--- config.mk ---
export PLATFORM = sky130hd
export DESIGN_NAME = prescaler_ctrl
export DESIGN_NICKNAME = d
export VERILOG_FILES = /design/src/rtl/prescaler_pkg.sv /design/src/rtl/prescaler_ctrl_base.sv /design/src/rtl/prescaler_ctrl.sv
export SDC_FILE = /design/constraint.sdc
export NUM_CORES = 1
export LEC_CHECK = 0
export CAP_MARGIN = 20
export CORE_MARGIN = 2
export CORE_UTILIZATION = 50
export CTS_CLUSTER_SIZE = 16
export DETAILED_ROUTE_END_ITERATION = 6
export PLACE_DENSITY = 0.78
export SYNTH_ARGS = -nofsm -noshare
export SYNTH_HDL_FRONTEND = slang
export SYNTH_HIERARCHICAL = 1
export SYNTH_SLANG_ARGS = --single-unit
--- constraint.sdc ---
create_clock -name clk_in -period 12.7 [get_ports clk_in]
set_input_delay 3.81 -clock clk_in [delete_from_list [all_inputs] [get_ports clk_in]]
set_output_delay 3.81 -clock clk_in [all_outputs]
set_load 0.1 [all_outputs]
--- src/rtl/prescaler_pkg.sv ---
// Shared types and constants for the prescaler tick scheduler.
// Latency: n/a (declarations only).
// Backpressure: n/a.
package prescaler_pkg;

    typedef enum logic {
        IDLE = 1'b0,
        PEND = 1'b1
    } state_t;

    localparam int BASE_DIV_DEF = 25000;
    localparam int DIV_DEF      = 99;

    // Channel index width; a single channel still needs a 1-bit index.
    function automatic int chw_of(input int n);
        return (n <= 1) ? 1 : $clog2(n);
    endfunction

endpackage

--- src/rtl/prescaler_ctrl_base.sv ---
// Free-running base divider; base_tick is high on the last count of each period.
// Latency: base_tick is combinational from the registered count.
// Backpressure: none; clr restarts the period from zero on the next edge.
module base_tick_gen #(
    parameter int BASE_DIV = 25000
) (
    input  logic clk_in,
    input  logic rst,
    input  logic clr,
    output logic base_tick
);

    localparam int CW = $clog2(BASE_DIV);

    logic [CW-1:0] cnt_q;

    assign base_tick = (cnt_q == CW'(BASE_DIV - 1));

    // Count 0..BASE_DIV-1 and wrap; clr forces the count back to zero.
    always_ff @(posedge clk_in or posedge rst) begin
        if (rst) begin
            cnt_q <= '0;
        end else if (clr || base_tick) begin
            cnt_q <= '0;
        end else begin
            cnt_q <= cnt_q + 1'b1;
        end
    end

endmodule

--- src/rtl/prescaler_ctrl.sv ---
// Per-channel one-cycle tick strobes derived from a shared base divider; optional readback via PRESCALER_CTRL_READBACK_EN.
// Latency: tick is registered, one cycle after the base tick that completes a channel period.
// Backpressure: cfg_ready drops after each accepted config until it is applied on the next base tick (or sync).
module prescaler_ctrl
    import prescaler_pkg::*;
#(
    parameter int NCH      = 4,
    parameter int BASE_DIV = BASE_DIV_DEF,
    parameter int W        = 16,
    parameter int DEF_DIV  = DIV_DEF,
    localparam int CHW     = chw_of(NCH)
) (
    input  logic           clk_in,
    input  logic           rst,
    input  logic           cfg_valid,
    output logic           cfg_ready,
    input  logic [CHW-1:0] cfg_ch,
    input  logic [W-1:0]   cfg_div,
    input  logic           cfg_en,
    input  logic           sync,
`ifdef PRESCALER_CTRL_READBACK_EN
    input  logic [CHW-1:0] rd_ch,
    output logic [W-1:0]   rd_div,
    output logic           rd_en,
    output logic           rd_pend,
`endif
    output logic [NCH-1:0] tick
);

    state_t         state;
    logic [CHW-1:0] sh_ch;
    logic [W-1:0]   sh_div;
    logic           sh_en;

    logic [W-1:0]   div_q [NCH];
    logic [W-1:0]   cnt_q [NCH];
    logic [NCH-1:0] en_q;

    logic           base_tick;
    logic           apply;

    base_tick_gen #(
        .BASE_DIV (BASE_DIV)
    ) u_base (
        .clk_in    (clk_in),
        .rst       (rst),
        .clr       (sync),
        .base_tick (base_tick)
    );

    // A pending config lands on a base-tick boundary, or immediately on sync.
    assign apply = (state == PEND) && (base_tick || sync);

    // Config FSM: accept into the shadow register, hold off further requests until applied.
    always_ff @(posedge clk_in or posedge rst) begin
        if (rst) begin
            state     <= IDLE;
            cfg_ready <= 1'b1;
            sh_ch     <= '0;
            sh_div    <= '0;
            sh_en     <= 1'b0;
        end else begin
            case (state)
                IDLE: begin
                    if (cfg_valid) begin
                        sh_ch     <= cfg_ch;
                        sh_div    <= cfg_div;
                        sh_en     <= cfg_en;
                        state     <= PEND;
                        cfg_ready <= 1'b0;
                    end
                end
                PEND: begin
                    if (base_tick || sync) begin
                        state     <= IDLE;
                        cfg_ready <= 1'b1;
                    end
                end
                default: begin
                    state     <= IDLE;
                    cfg_ready <= 1'b1;
                end
            endcase
        end
    end

    // Channel counters: reload target is cleared and silenced; sync clears all; otherwise count base ticks.
    always_ff @(posedge clk_in or posedge rst) begin
        if (rst) begin
            tick <= '0;
            en_q <= '1;
            for (int i = 0; i < NCH; i++) begin
                div_q[i] <= W'(DEF_DIV);
                cnt_q[i] <= '0;
            end
        end else begin
            for (int i = 0; i < NCH; i++) begin
                if (apply && (sh_ch == CHW'(i))) begin
                    div_q[i] <= sh_div;
                    en_q[i]  <= sh_en;
                    cnt_q[i] <= '0;
                    tick[i]  <= 1'b0;
                end else if (sync) begin
                    cnt_q[i] <= '0;
                    tick[i]  <= 1'b0;
                end else if (base_tick && en_q[i]) begin
                    if (cnt_q[i] == div_q[i]) begin
                        cnt_q[i] <= '0;
                        tick[i]  <= 1'b1;
                    end else begin
                        cnt_q[i] <= cnt_q[i] + 1'b1;
                        tick[i]  <= 1'b0;
                    end
                end else begin
                    tick[i] <= 1'b0;
                end
            end
        end
    end

`ifdef PRESCALER_CTRL_READBACK_EN
    // Readback mux; an index with no matching channel reads as all zeros.
    always_comb begin
        rd_div  = '0;
        rd_en   = 1'b0;
        rd_pend = 1'b0;
        for (int i = 0; i < NCH; i++) begin
            if (rd_ch == CHW'(i)) begin
                rd_div  = div_q[i];
                rd_en   = en_q[i];
                rd_pend = (state == PEND);
            end
        end
    end
`else
    // Readback port is not built in this configuration.
`endif

endmodule

==> results by group, run 1 <==
Run status
  – Status: finished, final reports clean

Worst setup path
  – CP max stage delay: 1140 ps
  – CP bufs+invs: 1
  – Levels on crit path: 1
  – Crit path max-delay family: buffers and inverters
  – Kind of critical path: register to primary output
  – Critical path fanouts, max: 3
  – Crit-path cells: clkdlybuf4s50_1
  – Critical Path RT: 8890 ps
  – Critical-path top delay cell: clkdlybuf4s50_1
  – R2R depth: 8
  – CP endpoint kind: primary output
  – CP arrival: 2140 ps
  – Type of origin of the critical path: register

Place
  – Pre-CTS WS: 6380 ps
  – # port buffers: 27
  – HPWL after detailed placement: 11.8 mm
  – Final GP Congestion: 0.834
  – Placed cell area: 8920 um2
  – Placed cells: 993

CTS
  – Cts bufs inserted: 17
  – Worst-Skew Late Latency: 440 ps
  – Clk slew on worst S/H paths: 60 ps
  – CTS tree: yes
  – Resized cells post-CTS: 0
  – Count of hold-fix buffers inserted at cts: 0
  – CTS root buffer: clkbuf_16
  – CTS sink count: 172
  – Post CTS Setup Buffer Count: 0
  – Maximum clock path buffer count: 2
  – CTS H-tree depth: 4

Timing
  – Clock skew: 9.59 ps
  – Max Fclk: 0.168 GHz
  – Fin crit period: 5950 ps
  – Final-report hold violation count: 0
  – Fin. max-slew vios: 0
  – Setup ws final: 6750 ps
  – Final setup TNS: 0 ps
  – Worst-Margin Slew: 1050 ps
  – RSZ-0062 raised after global routing: false
  – Relative slew margins: 29.8%
  – Setup violators final: 0
  – Period utilization: 46.8%

Power
  – Power per cell area: 174 nW/um2
  – Leakage: 0.00388 uW
  – Total power: 1650 uW
  – Peak VDD IR: 122 uV

Global route
  – First-pass GRT wire length: 29.6 mm
  – Total grt overflow: 0
  – Largest net degree at the start of global routing: 102
  – Number of global-route vias before repair: 5632
  – GRT Util Overall: 21.1%
  – Initial antenna violation count: 0

Drt
  – Wire per inst: 17.5 um
  – Routed vias/inst: 5.63
  – Routed Antenna Nets: 0
  – DRC Markers: 0
  – Iter 0 DRT Violations: 465
  – Router iterations before antenna repair: 5
  – Routed vias: 5773
  – DRT Wirelength: 17.9 mm

Final layout
  – Final cell count without fillers: 1025
  – Layout area overhead: 12.2%
  – Commonest non-fill, non-tap cell in the layout: dfrtp_1
  – NumNets Final: 820
  – Final Cell Area: 9530 um2
  – Most frequent cells in the layout: 151 x dfrtp_1, 80 x xnor2_1, 80 x nand2_1
  – Diodes inserted: 0
  – Layout cells sized above 1: 21.0%

Yosys
  – Post-synthesis register bit count: 172
  – FFs w/ async S/R, synth: 100%
  – Post-Syn Instances: 770
  – EDFF count, synth: 0
  – Unique cell type count in the Yosys netlist: 62
  – Synth area leaders: dfrtp_1 44%, mux2_2 9.5%, xnor2_1 8.2%
  – Yosys top cell area share: 44.5%
  – Mapped cell area: 8490 um2
  – Ys flop type: dfrtp_1
  – Post-synthesis sequential area ratio: 51.0%
  – Area leader, netlist: dfrtp_1
  – Synth warn: 6
  – Syn nets: 798
  – Mean Syn Cell Area: 11.0 um2

Die
  – Rows: 47
  – Die Width: 134 um
  – Core area: 16600 um2
  – Initial Util: 51.2%
  – Die area: 18000 um2
  – I/O pin cnt: 28
  – Die height: 134 um

Min path
  – WHS Path Cells: 2
  – Hold WC Path Type: register to register

Flow run
  – Max Cap Violations: 0
[report_power, final]
part           total (uW)  switching [uW]  internal (uW)  leakage, uW
Clock                 539             224            315     0.000286
Combinational         291             122            169      0.00140
Sequential            824             126            698      0.00219
[layer usage]
layer  global-route usage (%)  routed length (um)  part of all wire (%)
met1                     29.6                8380                    47
met2                     32.9                8370                    47
met3                     4.01                 704                   3.9
met4                     7.95                 467                   2.6
met5                        0                   0                     0
[registers in the layout (all words and copies together), names as in the netlist]
signal and flops:
cnt_q 64, u_base/cnt_q 15, en_q 4, state 1, tick 4, sh_div 16, sh_en 1, div_q 64
cfg_ready 1, sh_ch 2
[cells in the mapped netlist, drive strengths merged, types with 2 or more instances]
| master | instances |
|---|---|
| or4 | 3 |
| xor2 | 39 |
| mux2 | 72 |
| nand4 | 38 |
| a21o | 6 |
| a311o | 3 |
| nor2 | 80 |
| o211ai | 3 |
| dfrtp | 151 |
| and3 | 16 |
| or2 | 3 |
| dfstp | 21 |
| a221o | 2 |
| xnor2 | 80 |
| a211oi | 2 |
| o311ai | 3 |
| and2 | 2 |
| nor3b | 3 |
| o21ai | 8 |
| a21oi | 8 |
| inv | 17 |
| ha | 5 |
| and4 | 8 |
| a22o | 3 |
| buf | 24 |
| nand3 | 29 |
| o31ai | 2 |
| and4b | 3 |
| nor4 | 11 |
| a31oi | 6 |
| nor2b | 6 |
| nand2 | 81 |
| nand2b | 4 |
| o22ai | 5 |
| nor3 | 12 |
| clkbuf | 4 |
[per-stage QoR]
| stage | utilization [%] | hold slack, ps |
|---|---|---|
| finish | 57.4 | 469 |
| global route | 57.4 | 481 |
| CTS | 57.4 | 469 |
| detailed placement | 53.8 | 458 |
| global placement | 53.8 | 458 |
| floorplan | - | 446 |
[kinds of logic after synthesis]
group	synth area share, %
flip-flops	51.0
adder cells (fa/ha/maj)	0.736
AND/OR/NAND/NOR	19.0
buffers and inverters	2.78
multiplexers	9.54
AO/OA/AOI/OAI	4.64
XOR/XNOR	12.3
[area by class of cell]
type,instances,area [um2]
fill,1369,7060
timing repair buffer,31,300
clock inverter,13,165
sequential,172,4330
inverter,17,68.8
tap,220,275
multi-input combinational,553,3940
clock buffer,19,443
[path summary, 6_finish.rpt]
| check | startpoint | endpoint | slack (ps) |
|---|---|---|---|
| setup reg to reg | u_base/cnt_q[3]$_DFF_PP0_ | cnt_q[13]$_DFFE_PP0P_ | 9440 |
| hold / removal | div_q[6]$_DFFE_PP1N_ | div_q[6]$_DFFE_PP1N_ | 470 |
| min in group asynchronous | rst | u_base/cnt_q[2]$_DFF_PP0_ | 3850 |
| max in group asynchronous | rst | cnt_q[33]$_DFFE_PP0P_ | 7470 |
| hold reg to reg | div_q[6]$_DFFE_PP1N_ | div_q[6]$_DFFE_PP1N_ | 470 |
| setup / recovery | cfg_ready$_DFFE_PP1P_ | cfg_ready | 6750 |
Note: power is estimated with default switching activity, not from simulation.
==> run 2: changes to the inputs <==
Settings changed: PLACE_DENSITY 0.78 to 0.81.
Clock period 12.7 ns to 5.4 ns, I/O delays scaled along.
==> run 2 against run 1 <==
  * Total power grew 130%
  * Global-route usage rose by 0.84 points
  * Design area fell by 0.28%
  * Non-clock buffer count unchanged
  * Clock power up 120%
  * Die area is the same
  * Sequential share of layout area rose by 0.13 points
  * Cell count did not move
  * Largest cell class unchanged
  * Largest power group unchanged
==> results by group, run 2 (synthesized netlist as in run 1, its figures left out) <==
Run status
  – Status: finished, final reports clean

Drt
  – Routed vias: 5779 (+0.10%)
  – Wire per inst: 18.1 um (+3.4%)
  – Routed Antenna Nets: 0 (unchanged)
  – Routed vias/inst: 5.64 (+0.10%)
  – DRT Wirelength: 18.5 mm (+3.4%)
  – DRC Markers: 0 (unchanged)
  – Router iterations before antenna repair: 5 (unchanged)
  – Iter 0 DRT Violations: 472 (+1.5%)

Die
  – Die area: 18000 um2 (unchanged)
  – I/O pin cnt: 28 (unchanged)
  – Die Width: 134 um (unchanged)
  – Rows: 47 (unchanged)
  – Die height: 134 um (unchanged)
  – Initial Util: 51.2% (unchanged)
  – Core area: 16600 um2 (unchanged)

Worst setup path
  – Critical Path RT: 5760 ps (-3130 ps)
  – Type of origin of the critical path: input port
  – R2R depth: 8 (unchanged)
  – Critical-path top delay cell: clkdlybuf4s50_1
  – Crit-path cells: clkdlybuf4s50_1 > o21ai_1 > or2_1 > inv_2 > a311o_1 > nor2_1
  – Levels on crit path: 6 (+5)
  – Kind of critical path: input port to register
  – CP bufs+invs: 2 (+1)
  – Critical path fanouts, max: 20 (+17)
  – CP max stage delay: 620 ps (-520 ps)
  – CP endpoint kind: register
  – Crit path max-delay family: compound AO/OA/AOI/OAI gates
  – CP arrival: 4210 ps (+2070 ps)

CTS
  – Count of hold-fix buffers inserted at cts: 0 (unchanged)
  – Post CTS Setup Buffer Count: 0 (unchanged)
  – Maximum clock path buffer count: 2 (unchanged)
  – Cts bufs inserted: 17 (unchanged)
  – Clk slew on worst S/H paths: 70 ps (about the same)
  – CTS sink count: 172 (unchanged)
  – CTS tree: yes
  – Resized cells post-CTS: 0 (unchanged)
  – Worst-Skew Late Latency: 440 ps (about the same)
  – CTS H-tree depth: 4 (unchanged)
  – CTS root buffer: clkbuf_16

Timing
  – Period utilization: 71.2%
  – Final-report hold violation count: 0 (unchanged)
  – Setup violators final: 0 (unchanged)
  – Fin. max-slew vios: 0 (unchanged)
  – Relative slew margins: 29.5% (-0.28 points)
  – Clock skew: 6.59 ps (-3.00 ps)
  – RSZ-0062 raised after global routing: false
  – Final setup TNS: 0 ps (unchanged)
  – Worst-Margin Slew: 1050 ps (+4.12 ps)
  – Max Fclk: 0.260 GHz
  – Fin crit period: 3850 ps

Final layout
  – Finished Core Util: 57.3% (-0.16 points)
  – Commonest non-fill, non-tap cell in the layout: dfrtp_1
  – NumNets Final: 820 (unchanged)
  – Final Cell Area: 9500 um2 (-0.28%)
  – Fillcell total: 1350 (-1.4%)
  – Regs by FF count: cnt_q x64, div_q x64, sh_div x16
  – Final cell count without fillers: 1025 (unchanged)
  – Most frequent cells in the layout: 151 x dfrtp_1, 80 x xnor2_1, 80 x nand2_1
  – Diodes inserted: 0 (unchanged)
  – Layout area overhead: 11.8%
  – Layout cells sized above 1: 21.0% (unchanged)

Global route
  – Number of global-route vias before repair: 5856 (+4.0%)
  – Initial antenna violation count: 0 (unchanged)
  – First-pass GRT wire length: 30.7 mm (+3.7%)
  – GRT Util Overall: 22.0% (+0.84 points)
  – Largest net degree at the start of global routing: 134 (+31%)
  – Total grt overflow: 0 (unchanged)

Min path
  – Hold WC Path Type: register to register
  – WHS Path Cells: 2 (unchanged)

Power
  – Peak VDD IR: 281 uV (+130%)
  – Leakage: 0.00386 uW (-0.43%)
  – Power per cell area: 403 nW/um2 (+130%)

Flow run
  – Max Cap Violations: 0 (unchanged)

Place
  – Final GP Congestion: 0.842 (+0.91%)
  – # port buffers: 27 (unchanged)
  – Placed cells: 993 (unchanged)
  – HPWL after detailed placement: 12.2 mm (+4.0%)
  – Placed cell area: 8930 um2 (+0.13%)
-- run 2: cell count changes in the layout (fill, tap and decap cells not counted), sizes merged --
cell,change
clkbuf,+1
inv,-1
clkinv,+1
bufinv,-2
clkinvlp,+1
-- run 2: per-stage QoR --
step           setup WS (ps)  hold WS (ps)  power [uW]
2_1_floorplan           1810           446        2430
5_1_grt                 1430           492        4010
3_5_place_dp            1130           457        2650
6_report                1550           465        3830
3_3_place_gp            1220           454        2610
4_1_cts                 1600           468        3840
-- run 2: cell type report --
cell class | instances | area [um2] | area share [%]
clock buffer | 20 | 457 | 4.81
clock inverter | 12 | 114 | 1.20
inverter | 17 | 67.6 | 0.711
multi-input combinational | 553 | 3940 | 41.5
sequential | 172 | 4330 | 45.6
tap | 220 | 275 | 2.90
timing repair buffer | 31 | 313 | 3.29
-- run 2: worst register-to-register path, delay by kind of cell, from the launching register on --
family,cells,cell delay [ps]
buf+inv,2,630
simple gates,4,1440
flops,1,450
compound gates,2,680
-- run 2: power by group --
group,internal [uW],total (uW),switching (uW)
logic,398,698,300
registers,1640,1940,302
clock network,662,1190,524
-- run 2: final timing paths --
kind,from,to,slack [ps]
setup / recovery,sync,cnt_q[10]$_DFFE_PP0P_,1550
hold / removal,div_q[1]$_DFFE_PP1N_,div_q[1]$_DFFE_PP1N_,470
setup reg to reg,u_base/cnt_q[3]$_DFF_PP0_,cnt_q[10]$_DFFE_PP0P_,2070
hold reg to reg,div_q[1]$_DFFE_PP1N_,div_q[1]$_DFFE_PP1N_,470
max in group asynchronous,rst,sh_en$_DFFE_PP0P_,2730
min in group asynchronous,rst,sh_div[5]$_DFFE_PP0P_,1610
-- run 2: layer usage --
| layer | part of all wire [%] | vias up | global-route usage [%] |
|---|---|---|---|
| li1 | - | 2722 | - |
| met1 | 43 | 2875 | 28.5 |
| met2 | 49 | 146 | 35.6 |
| met3 | 4.6 | 36 | 5.29 |
| met4 | 2.8 | 0 | 9.12 |
| met5 | 0 | - | 0 |
